## src/rtl/rf_access_seq_pkg.sv

```systemverilog
//==============================================================================
// Module : rf_access_seq_pkg
// Shared opcodes, instruction field ranges and FSM encoding for rf_access_seq.
// Rev    : 1.0
//==============================================================================
`default_nettype none

package rf_access_seq_pkg;

  localparam logic [5:0] c_opc_rtype = 6'h00;
  localparam logic [5:0] c_opc_jmp   = 6'h02;
  localparam logic [5:0] c_opc_jal   = 6'h03;
  localparam logic [5:0] c_opc_beq   = 6'h04;
  localparam logic [5:0] c_opc_bne   = 6'h05;
  localparam logic [5:0] c_opc_sw    = 6'h2b;

  localparam int c_opc_msb = 31;
  localparam int c_opc_lsb = 26;
  localparam int c_rs_msb  = 25;
  localparam int c_rs_lsb  = 21;
  localparam int c_rt_msb  = 20;
  localparam int c_rt_lsb  = 16;
  localparam int c_rd_msb  = 15;
  localparam int c_rd_lsb  = 11;
  localparam int c_imm_msb = 15;
  localparam int c_imm_lsb = 0;

  localparam int c_imm_width = c_imm_msb - c_imm_lsb + 1;

  typedef enum logic [2:0] {
    ST_IDLE = 3'd0,
    ST_READ = 3'd1,
    ST_EXEC = 3'd2,
    ST_WB   = 3'd3,
    ST_FIN  = 3'd4
  } state_t;

endpackage

`default_nettype wire

```

## src/rtl/rf_access_seq_if.sv

```systemverilog
//==============================================================================
// Module : rf_access_seq_if
// Control, ALU and register-file pins of the access sequencer.
// Rev    : 1.0
//==============================================================================
`default_nettype none

interface rf_access_seq_if #(
  parameter int DATA_WIDTH     = 32,
  parameter int REG_ADDR_WIDTH = 5
);

  logic                      start;
  logic [31:0]               instr;
  logic                      alu_done;
  logic [DATA_WIDTH-1:0]     alu_result;
  logic [DATA_WIDTH-1:0]     rf_data_r1;
  logic [DATA_WIDTH-1:0]     rf_data_r2;
  logic                      rf_read;
  logic                      rf_write;
  logic [REG_ADDR_WIDTH-1:0] rf_addr_r1;
  logic [REG_ADDR_WIDTH-1:0] rf_addr_r2;
  logic [REG_ADDR_WIDTH-1:0] rf_addr_w;
  logic [DATA_WIDTH-1:0]     rf_data_w;
  logic [DATA_WIDTH-1:0]     op1;
  logic [DATA_WIDTH-1:0]     op2;
  logic                      op_valid;
  logic                      busy;
  logic                      done;

  modport master (
    input  start, instr, alu_done, alu_result, rf_data_r1, rf_data_r2,
    output rf_read, rf_write, rf_addr_r1, rf_addr_r2, rf_addr_w, rf_data_w,
    output op1, op2, op_valid, busy, done
  );

  modport slave (
    output start, instr, alu_done, alu_result, rf_data_r1, rf_data_r2,
    input  rf_read, rf_write, rf_addr_r1, rf_addr_r2, rf_addr_w, rf_data_w,
    input  op1, op2, op_valid, busy, done
  );

endinterface

`default_nettype wire

```

## src/rtl/rf_access_seq_decode.sv

```systemverilog
//==============================================================================
// Module : rf_access_decode
// Combinational instruction decode into register-file access controls.
// Rev    : 1.0
//==============================================================================
`default_nettype none

module rf_access_decode
  import rf_access_seq_pkg::*;
#(
  parameter int REG_ADDR_WIDTH   = 5,
  parameter bit ZERO_REG_PROTECT = 1'b1
) (
  input  logic [31:0]               i_instr,
  output logic [REG_ADDR_WIDTH-1:0] o_r1,
  output logic [REG_ADDR_WIDTH-1:0] o_r2,
  output logic [REG_ADDR_WIDTH-1:0] o_w,
  output logic [c_imm_width-1:0]    o_imm,
  output logic                      o_op2_imm,
  output logic                      o_wen,
  output logic                      o_skip_read
);

  logic [5:0] w_opc;
  logic       w_wen_raw;

  assign w_opc = i_instr[c_opc_msb:c_opc_lsb];
  assign o_imm = i_instr[c_imm_msb:c_imm_lsb];

  // Default row is the generic I-type: writes rt, immediate operand.
  always_comb begin
    o_r1        = i_instr[c_rs_msb:c_rs_lsb];
    o_r2        = i_instr[c_rt_msb:c_rt_lsb];
    o_w         = i_instr[c_rt_msb:c_rt_lsb];
    o_op2_imm   = 1'b1;
    o_skip_read = 1'b0;
    w_wen_raw   = 1'b1;
    case (w_opc)
      c_opc_rtype: begin
        o_w       = i_instr[c_rd_msb:c_rd_lsb];
        o_op2_imm = 1'b0;
      end
      c_opc_jmp: begin
        o_skip_read = 1'b1;
        w_wen_raw   = 1'b0;
      end
      c_opc_jal: begin
        o_skip_read = 1'b1;
        o_w         = REG_ADDR_WIDTH'(31);
      end
      c_opc_beq, c_opc_bne: begin
        o_op2_imm = 1'b0;
        w_wen_raw = 1'b0;
      end
      c_opc_sw: begin
        w_wen_raw = 1'b0;
      end
      default: ;
    endcase
  end

  assign o_wen = w_wen_raw && !(ZERO_REG_PROTECT && (o_w == '0));

endmodule

`default_nettype wire

```

## src/rtl/rf_access_seq.sv

```systemverilog
//==============================================================================
// Module : rf_access_seq
// Register-file access sequencer: decode, operand read, ALU wait, write-back.
// Rev    : 1.0
//==============================================================================
`default_nettype none

module rf_access_seq
  import rf_access_seq_pkg::*;
#(
  parameter int DATA_WIDTH       = 32,
  parameter int REG_ADDR_WIDTH   = 5,
  parameter bit ZERO_REG_PROTECT = 1'b1
) (
  input  logic              clk,
  input  logic              rst_n,
  rf_access_seq_if.master   bus
);

  state_t r_state;
  state_t w_next_state;

  logic [REG_ADDR_WIDTH-1:0] w_dec_r1;
  logic [REG_ADDR_WIDTH-1:0] w_dec_r2;
  logic [REG_ADDR_WIDTH-1:0] w_dec_w;
  logic [c_imm_width-1:0]    w_dec_imm;
  logic                      w_dec_op2_imm;
  logic                      w_dec_wen;
  logic                      w_dec_skip_read;

  logic [REG_ADDR_WIDTH-1:0] r_addr_r1;
  logic [REG_ADDR_WIDTH-1:0] r_addr_r2;
  logic [REG_ADDR_WIDTH-1:0] r_addr_w;
  logic [REG_ADDR_WIDTH-1:0] r_w;
  logic [DATA_WIDTH-1:0]     r_data_w;
  logic [DATA_WIDTH-1:0]     r_op1;
  logic [DATA_WIDTH-1:0]     r_op2;
  logic [c_imm_width-1:0]    r_imm;
  logic                      r_op2_imm;
  logic                      r_wen;

  logic w_rf_read;
  logic w_rf_write;
  logic w_op_valid;
  logic w_busy;
  logic w_done;
  logic w_accept;
  logic w_alu_take;

  function automatic logic [DATA_WIDTH-1:0] sext_imm(input logic [c_imm_width-1:0] imm);
    return {{(DATA_WIDTH-c_imm_width){imm[c_imm_width-1]}}, imm};
  endfunction

  rf_access_decode #(
    .REG_ADDR_WIDTH   (REG_ADDR_WIDTH),
    .ZERO_REG_PROTECT (ZERO_REG_PROTECT)
  ) u_decode (
    .i_instr     (bus.instr),
    .o_r1        (w_dec_r1),
    .o_r2        (w_dec_r2),
    .o_w         (w_dec_w),
    .o_imm       (w_dec_imm),
    .o_op2_imm   (w_dec_op2_imm),
    .o_wen       (w_dec_wen),
    .o_skip_read (w_dec_skip_read)
  );

  assign w_accept   = (r_state == ST_IDLE) && bus.start;
  assign w_alu_take = (r_state == ST_EXEC) && bus.alu_done;

  always_ff @(posedge clk or negedge rst_n) begin
    if (!rst_n) begin
      r_state <= ST_IDLE;
    end else begin
      r_state <= w_next_state;
    end
  end

  // Strobes decode straight from the state register so reset drops them at once.
  always_comb begin
    w_next_state = r_state;
    w_rf_read    = 1'b0;
    w_rf_write   = 1'b0;
    w_op_valid   = 1'b0;
    w_busy       = 1'b1;
    w_done       = 1'b0;
    case (r_state)
      ST_IDLE: begin
        w_busy = 1'b0;
        if (bus.start) begin
          w_next_state = w_dec_skip_read ? ST_EXEC : ST_READ;
        end
      end
      ST_READ: begin
        w_rf_read    = 1'b1;
        w_next_state = ST_EXEC;
      end
      ST_EXEC: begin
        w_op_valid = 1'b1;
        if (bus.alu_done) begin
          w_next_state = r_wen ? ST_WB : ST_FIN;
        end
      end
      ST_WB: begin
        w_rf_write   = 1'b1;
        w_next_state = ST_FIN;
      end
      ST_FIN: begin
        w_done       = 1'b1;
        w_next_state = ST_IDLE;
      end
      default: begin
        w_next_state = ST_IDLE;
      end
    endcase
  end

  always_ff @(posedge clk or negedge rst_n) begin
    if (!rst_n) begin
      r_addr_r1 <= '0;
      r_addr_r2 <= '0;
      r_addr_w  <= '0;
      r_w       <= '0;
      r_data_w  <= '0;
      r_op1     <= '0;
      r_op2     <= '0;
      r_imm     <= '0;
      r_op2_imm <= 1'b0;
      r_wen     <= 1'b0;
    end else begin
      if (w_accept) begin
        r_w       <= w_dec_w;
        r_imm     <= w_dec_imm;
        r_op2_imm <= w_dec_op2_imm;
        r_wen     <= w_dec_wen;
        // Read addresses only move for instructions that actually read.
        if (w_dec_skip_read) begin
          r_op1 <= '0;
          r_op2 <= sext_imm(w_dec_imm);
        end else begin
          r_addr_r1 <= w_dec_r1;
          r_addr_r2 <= w_dec_r2;
        end
      end
      if (r_state == ST_READ) begin
        r_op1 <= bus.rf_data_r1;
        r_op2 <= r_op2_imm ? sext_imm(r_imm) : bus.rf_data_r2;
      end
      if (w_alu_take) begin
        r_data_w <= bus.alu_result;
        if (r_wen) begin
          r_addr_w <= r_w;
        end
      end
    end
  end

  assign bus.rf_read    = w_rf_read;
  assign bus.rf_write   = w_rf_write;
  assign bus.rf_addr_r1 = r_addr_r1;
  assign bus.rf_addr_r2 = r_addr_r2;
  assign bus.rf_addr_w  = r_addr_w;
  assign bus.rf_data_w  = r_data_w;
  assign bus.op1        = r_op1;
  assign bus.op2        = r_op2;
  assign bus.op_valid   = w_op_valid;
  assign bus.busy       = w_busy;
  assign bus.done       = w_done;

endmodule

`default_nettype wire

```

## src/flat_wrapper.sv

```systemverilog
// flat-port wrapper written by rule: the top's interface ports become plain ports
module rf_access_seq_flat import rf_access_seq_pkg::*;
#(
  parameter int DATA_WIDTH       = 32,
  parameter int REG_ADDR_WIDTH   = 5,
  parameter bit ZERO_REG_PROTECT = 1'b1
)
  (clk, rst_n, bus_start, bus_instr, bus_alu_done, bus_alu_result, bus_rf_data_r1, bus_rf_data_r2, bus_rf_read, bus_rf_write, bus_rf_addr_r1, bus_rf_addr_r2, bus_rf_addr_w, bus_rf_data_w, bus_op1, bus_op2, bus_op_valid, bus_busy, bus_done);
  rf_access_seq_if #(.DATA_WIDTH(DATA_WIDTH), .REG_ADDR_WIDTH(REG_ADDR_WIDTH)) bus_i ();
  input  logic clk;
  input  logic rst_n;
  input wire logic [$bits(bus_i.start)-1:0] bus_start;
  input wire logic [$bits(bus_i.instr)-1:0] bus_instr;
  input wire logic [$bits(bus_i.alu_done)-1:0] bus_alu_done;
  input wire logic [$bits(bus_i.alu_result)-1:0] bus_alu_result;
  input wire logic [$bits(bus_i.rf_data_r1)-1:0] bus_rf_data_r1;
  input wire logic [$bits(bus_i.rf_data_r2)-1:0] bus_rf_data_r2;
  output wire logic [$bits(bus_i.rf_read)-1:0] bus_rf_read;
  output wire logic [$bits(bus_i.rf_write)-1:0] bus_rf_write;
  output wire logic [$bits(bus_i.rf_addr_r1)-1:0] bus_rf_addr_r1;
  output wire logic [$bits(bus_i.rf_addr_r2)-1:0] bus_rf_addr_r2;
  output wire logic [$bits(bus_i.rf_addr_w)-1:0] bus_rf_addr_w;
  output wire logic [$bits(bus_i.rf_data_w)-1:0] bus_rf_data_w;
  output wire logic [$bits(bus_i.op1)-1:0] bus_op1;
  output wire logic [$bits(bus_i.op2)-1:0] bus_op2;
  output wire logic [$bits(bus_i.op_valid)-1:0] bus_op_valid;
  output wire logic [$bits(bus_i.busy)-1:0] bus_busy;
  output wire logic [$bits(bus_i.done)-1:0] bus_done;
  assign bus_i.start = bus_start;
  assign bus_i.instr = bus_instr;
  assign bus_i.alu_done = bus_alu_done;
  assign bus_i.alu_result = bus_alu_result;
  assign bus_i.rf_data_r1 = bus_rf_data_r1;
  assign bus_i.rf_data_r2 = bus_rf_data_r2;
  assign bus_rf_read = bus_i.rf_read;
  assign bus_rf_write = bus_i.rf_write;
  assign bus_rf_addr_r1 = bus_i.rf_addr_r1;
  assign bus_rf_addr_r2 = bus_i.rf_addr_r2;
  assign bus_rf_addr_w = bus_i.rf_addr_w;
  assign bus_rf_data_w = bus_i.rf_data_w;
  assign bus_op1 = bus_i.op1;
  assign bus_op2 = bus_i.op2;
  assign bus_op_valid = bus_i.op_valid;
  assign bus_busy = bus_i.busy;
  assign bus_done = bus_i.done;
  rf_access_seq #(.DATA_WIDTH(DATA_WIDTH), .REG_ADDR_WIDTH(REG_ADDR_WIDTH), .ZERO_REG_PROTECT(ZERO_REG_PROTECT)) u_core (.clk(clk), .rst_n(rst_n), .bus(bus_i));
endmodule
```

## config.mk

```make
export PLATFORM = sky130hd
export DESIGN_NAME = rf_access_seq_flat
export DESIGN_NICKNAME = d
export VERILOG_FILES = /design/src/rtl/rf_access_seq_pkg.sv /design/src/rtl/rf_access_seq_if.sv /design/src/rtl/rf_access_seq_decode.sv /design/src/rtl/rf_access_seq.sv /design/src/flat_wrapper.sv
export SDC_FILE = /design/constraint.sdc
export NUM_CORES = 1
export LEC_CHECK = 0
export CORE_ASPECT_RATIO = 0.5
export CORE_MARGIN = 2
export CORE_UTILIZATION = 46
export CTS_CLUSTER_DIAMETER = 150
export DETAILED_ROUTE_END_ITERATION = 7
export PLACE_DENSITY = 0.86
export RECOVER_POWER = 25
export SKIP_CTS_REPAIR_TIMING = 1
export SLEW_MARGIN = 40
export SYNTH_ARGS = -nofsm -noshare
export SYNTH_HDL_FRONTEND = slang
export SYNTH_SLANG_ARGS = --single-unit
```

## constraint.sdc

```tcl
create_clock -name clk -period 5.1 [get_ports clk]
set_input_delay 1.02 -clock clk [delete_from_list [all_inputs] [get_ports clk]]
set_output_delay 1.02 -clock clk [all_outputs]
set_load 0.02 [all_outputs]
```

==> reports/qor.txt <==
initial antenna violation count: 0
fraction of layout instances using a drive strength above 1: 13.3%
complex-gate fraction of the synthesized area: 14.3%
worst hold slack: 0.473 ns
most frequent standard cell in the layout excluding fill and tap cells: sky130_fd_sc_hd__clkdlybuf4s50_1
cell total after placement: 875
H-Tree Level Count: 4
worst hold path cell count: 1
result of the run: finished, violations left
vias in the first global route: 5022
largest voltage drop on the vdd net: 0.320 mV
cell count after synthesis: 486
area of combinational cells with multiple inputs: 2190 µm²
required time worst endpoint: 4.08 ns
dominant combinational cell family by area after synthesis: compound AO/OA/AOI/OAI gates
max-slew violation count: 98
class of the most critical setup path: reg -> out
cell leakage power: 4.03 nW
worst hold-check path type: reg -> reg
Synth Area in Simple Gates: 10.8%
Post-synth top flop: sky130_fd_sc_hd__dfrtp_1
Synth Area in XOR/XNOR: 0%
critical path startpoint category: flop
share of Yosys cell area claimed by the top area cell type: 59.4%
standard-cell row count: 28
wire length of the first global-routing pass: 26.4 mm
die area: 13500 µm²
power per cell area: 665 nW/µm²
area used by sequential logic in the layout: 3430 µm²
Warnings, synthesis: 0
count of buffers inserted at the top-level ports: 247
TritonCTS clock tree: built
post-synth top area cell: sky130_fd_sc_hd__dfrtp_1
failing checks: max-capacitance violations, max-slew violations
non-filler instance count after layout: 907
gpl congestion: 0.808
worst r2r path cells: 6
total wire length after detailed routing: 16.2 mm
Slew @ Worst Pin: 2.37 ns
initial core utilization: 48.0%
maximum clock frequency: 309 MHz
# IOs: 248
worst setup skew after layout: 0.00889 ns
count of endpoints failing setup in the final report: 0
global-route total usage across every layer: 24.8%
max capacitance violation total: 1
Largest stage delay, worst path: 0.68 ns
DR DRC count: 0
post-synthesis register bit count: 137
category of the worst setup path capture point: primary output
CTS clk-pin slew, worst paths: 0.06 ns
setup repair after global routing missed its margin: false
clk_lat worst skew: 0.41 ns
placed wire-length estimate after detailed placement: 11.0 mm
number of enable-type register cells in the synthesized netlist: 0
core outline area: 12000 µm²
post-synthesis average cell area: 11.9 µm²
routed wirelength normalized by instance count: 17.9 µm
count of different cell masters after synthesis: 43
dominant cells by area after synthesis: sky130_fd_sc_hd__dfrtp_1 (59%), sky130_fd_sc_hd__mux2_2 (9.0%), sky130_fd_sc_hd__nand2_1 (5.1%)
final count of hold timing violations: 0
area growth from synthesis to layout: 56.6%
total inserted antenna cells: 0
Arrival @ worst endpoint: 2.22 ns
largest net degree at the start of global routing: 98
most frequent cells in the layout: sky130_fd_sc_hd__clkdlybuf4s50_1 (245), sky130_fd_sc_hd__dfrtp_1 (137), sky130_fd_sc_hd__nand2_1 (79)
multiplexer fraction of the synthesized cell area: 12.5%
adder and majority gate portion of the synthesized area: 0%
net count after synthesis: 618
final period utilization: 63.5%
minimum setup slack among reg-to-reg paths: 2.80 ns
critical hold path startpoint: u_core.bus.op2[22]$_DFFE_PN0P_
maximum clock insertion buffer count: 2
total clock buffers created by CTS: 17
min Tclk post-route: 3.24 ns
total negative slack for setup checks: 0 ns
cell-by-cell trace of the critical path: nor3b_4, buf_4, clkdlybuf4s50_1
Syn Std Cell Area: 5770 µm²
async set or reset register ratio after synthesis: 100%
Vias/cell: 5.29
residual antenna-violating net count after detailed routing: 0
crit-path max FO: 33
post-layout net count: 861
worst reg2reg path startpoint: u_core.r_state[2]$_DFFE_PN0P_
first-pass iteration count of the detailed router: 4
Die Y: 83.2 µm
Rel. slew slack: -57.8%
fillcell total: 792
Horiz. Die Dim: 162 µm
fraction of the yosys area taken by sequential cells: 59.4%
clock tree root driver cell: sky130_fd_sc_hd__clkbuf_16
r2r endpoint: u_core.bus.op2[30]$_DFFE_PN0P_
number of DRC violations after detailed-routing iteration 0: 302
overflow left after global routing: 0
Worst Hold End: u_core.bus.op2[22]$_DFFE_PN0P_
critical-path cell with the highest stage delay: sky130_fd_sc_hd__clkdlybuf4s50_1
total vias in the final route: 4798
clock tree sinks: 137
## logic make-up (layout without fill, tap and decap cells)
logic type,count (synthesis),after routing
compound gates,116,116
simple gates,129,129
flops,137,137
buf+inv,38,294
mux,66,66
## metrics by stage
stage	setup WS, ns	utilization [%]	total power (W)	cell area (µm²)
6_report	1.86	75.2	0.00601	9030
5_1_grt	1.64	75.2	0.00632	9030
4_1_cts	1.85	75.2	0.00604	9030
3_5_place_dp	1.97	70.1	0.00473	8420
3_3_place_gp	1.59	69.8	0.00462	8390
2_1_floorplan	2.69	-	0.00342	5770
## layout make-up
type	count	share of cell area, %
clock buffer	19	4.90
clock inverter	13	1.88
inverter	4	0.166
multi-input combinational	311	24.3
sequential	137	38.0
tap	165	2.29
timing repair buffer	258	28.5
## registers in the layout (all words and copies together) (netlist names)
name                   count
u_core.r_wen               1
u_core.r_w                 5
u_core.bus.rf_addr_r2      5
u_core.r_imm              16
u_core.bus.rf_data_w      32
u_core.r_state             3
u_core.bus.op2            32
u_core.bus.rf_addr_w       5
u_core.bus.op1            32
u_core.bus.rf_addr_r1      5
u_core.r_op2_imm           1
## synthesized netlist by cell type, types with 2 or more instances
cell type,count
sky130_fd_sc_hd__mux2i_1,19
sky130_fd_sc_hd__a22o_1,32
sky130_fd_sc_hd__nand2_1,79
sky130_fd_sc_hd__o21ai_0,22
sky130_fd_sc_hd__nand3_1,2
sky130_fd_sc_hd__and3b_1,2
sky130_fd_sc_hd__mux2_2,46
sky130_fd_sc_hd__nand2b_1,18
sky130_fd_sc_hd__nor2_1,9
sky130_fd_sc_hd__or3_1,2
sky130_fd_sc_hd__and2_1,2
sky130_fd_sc_hd__buf_4,3
sky130_fd_sc_hd__buf_1,4
sky130_fd_sc_hd__clkbuf_1,14
sky130_fd_sc_hd__buf_2,13
sky130_fd_sc_hd__a211oi_1,18
sky130_fd_sc_hd__dfrtp_1,137
sky130_fd_sc_hd__a21o_1,18
sky130_fd_sc_hd__or2_2,2
sky130_fd_sc_hd__a21oi_1,8
sky130_fd_sc_hd__o21ai_1,10
sky130_fd_sc_hd__or4_1,2
sky130_fd_sc_hd__inv_1,4
## how the worst max path moves through the flow
stage	startpoint	to
floorplan	bus_instr[31]	u_core.r_wen$_DFFE_PN0P_
global placement	bus_start	u_core.bus.op2[25]$_DFFE_PN0P_
global route	rst_n	u_core.bus.rf_data_w[1]$_DFFE_PN0P_
CTS	u_core.r_state[1]$_DFFE_PN0P_	bus_rf_read
detailed placement	bus_start	u_core.bus.op2[21]$_DFFE_PN0P_
finish	u_core.r_state[1]$_DFFE_PN0P_	bus_rf_read
## critical path, delay by kind of cell, from the launching register on
family	cells	cell delay [ns]
buffers and inverters	2	1.05
flip-flops	1	0.52
AND/OR/NAND/NOR	1	0.24
## routing by layer
| layer | part of all wire, % | up-vias | GRT usage, % |
|---|---|---|---|
| met5 | 0 | - | 0 |
| met4 | 2.1 | 0 | 9.09 |
| met3 | 4.4 | 29 | 4.55 |
| met2 | 52 | 152 | 43.8 |
| met1 | 42 | 2410 | 30.6 |
| li1 | - | 2207 | - |
## where the power goes
part           internal [W]  switching, W  leakage, nW  total (W)
sequential          0.00162      0.000321         1.66    0.00194
clock              0.000788      0.000481        0.290    0.00127
combinational       0.00141       0.00138         2.07    0.00279
total               0.00382       0.00219         4.03    0.00601
Power figures use the tool's default switching activity.
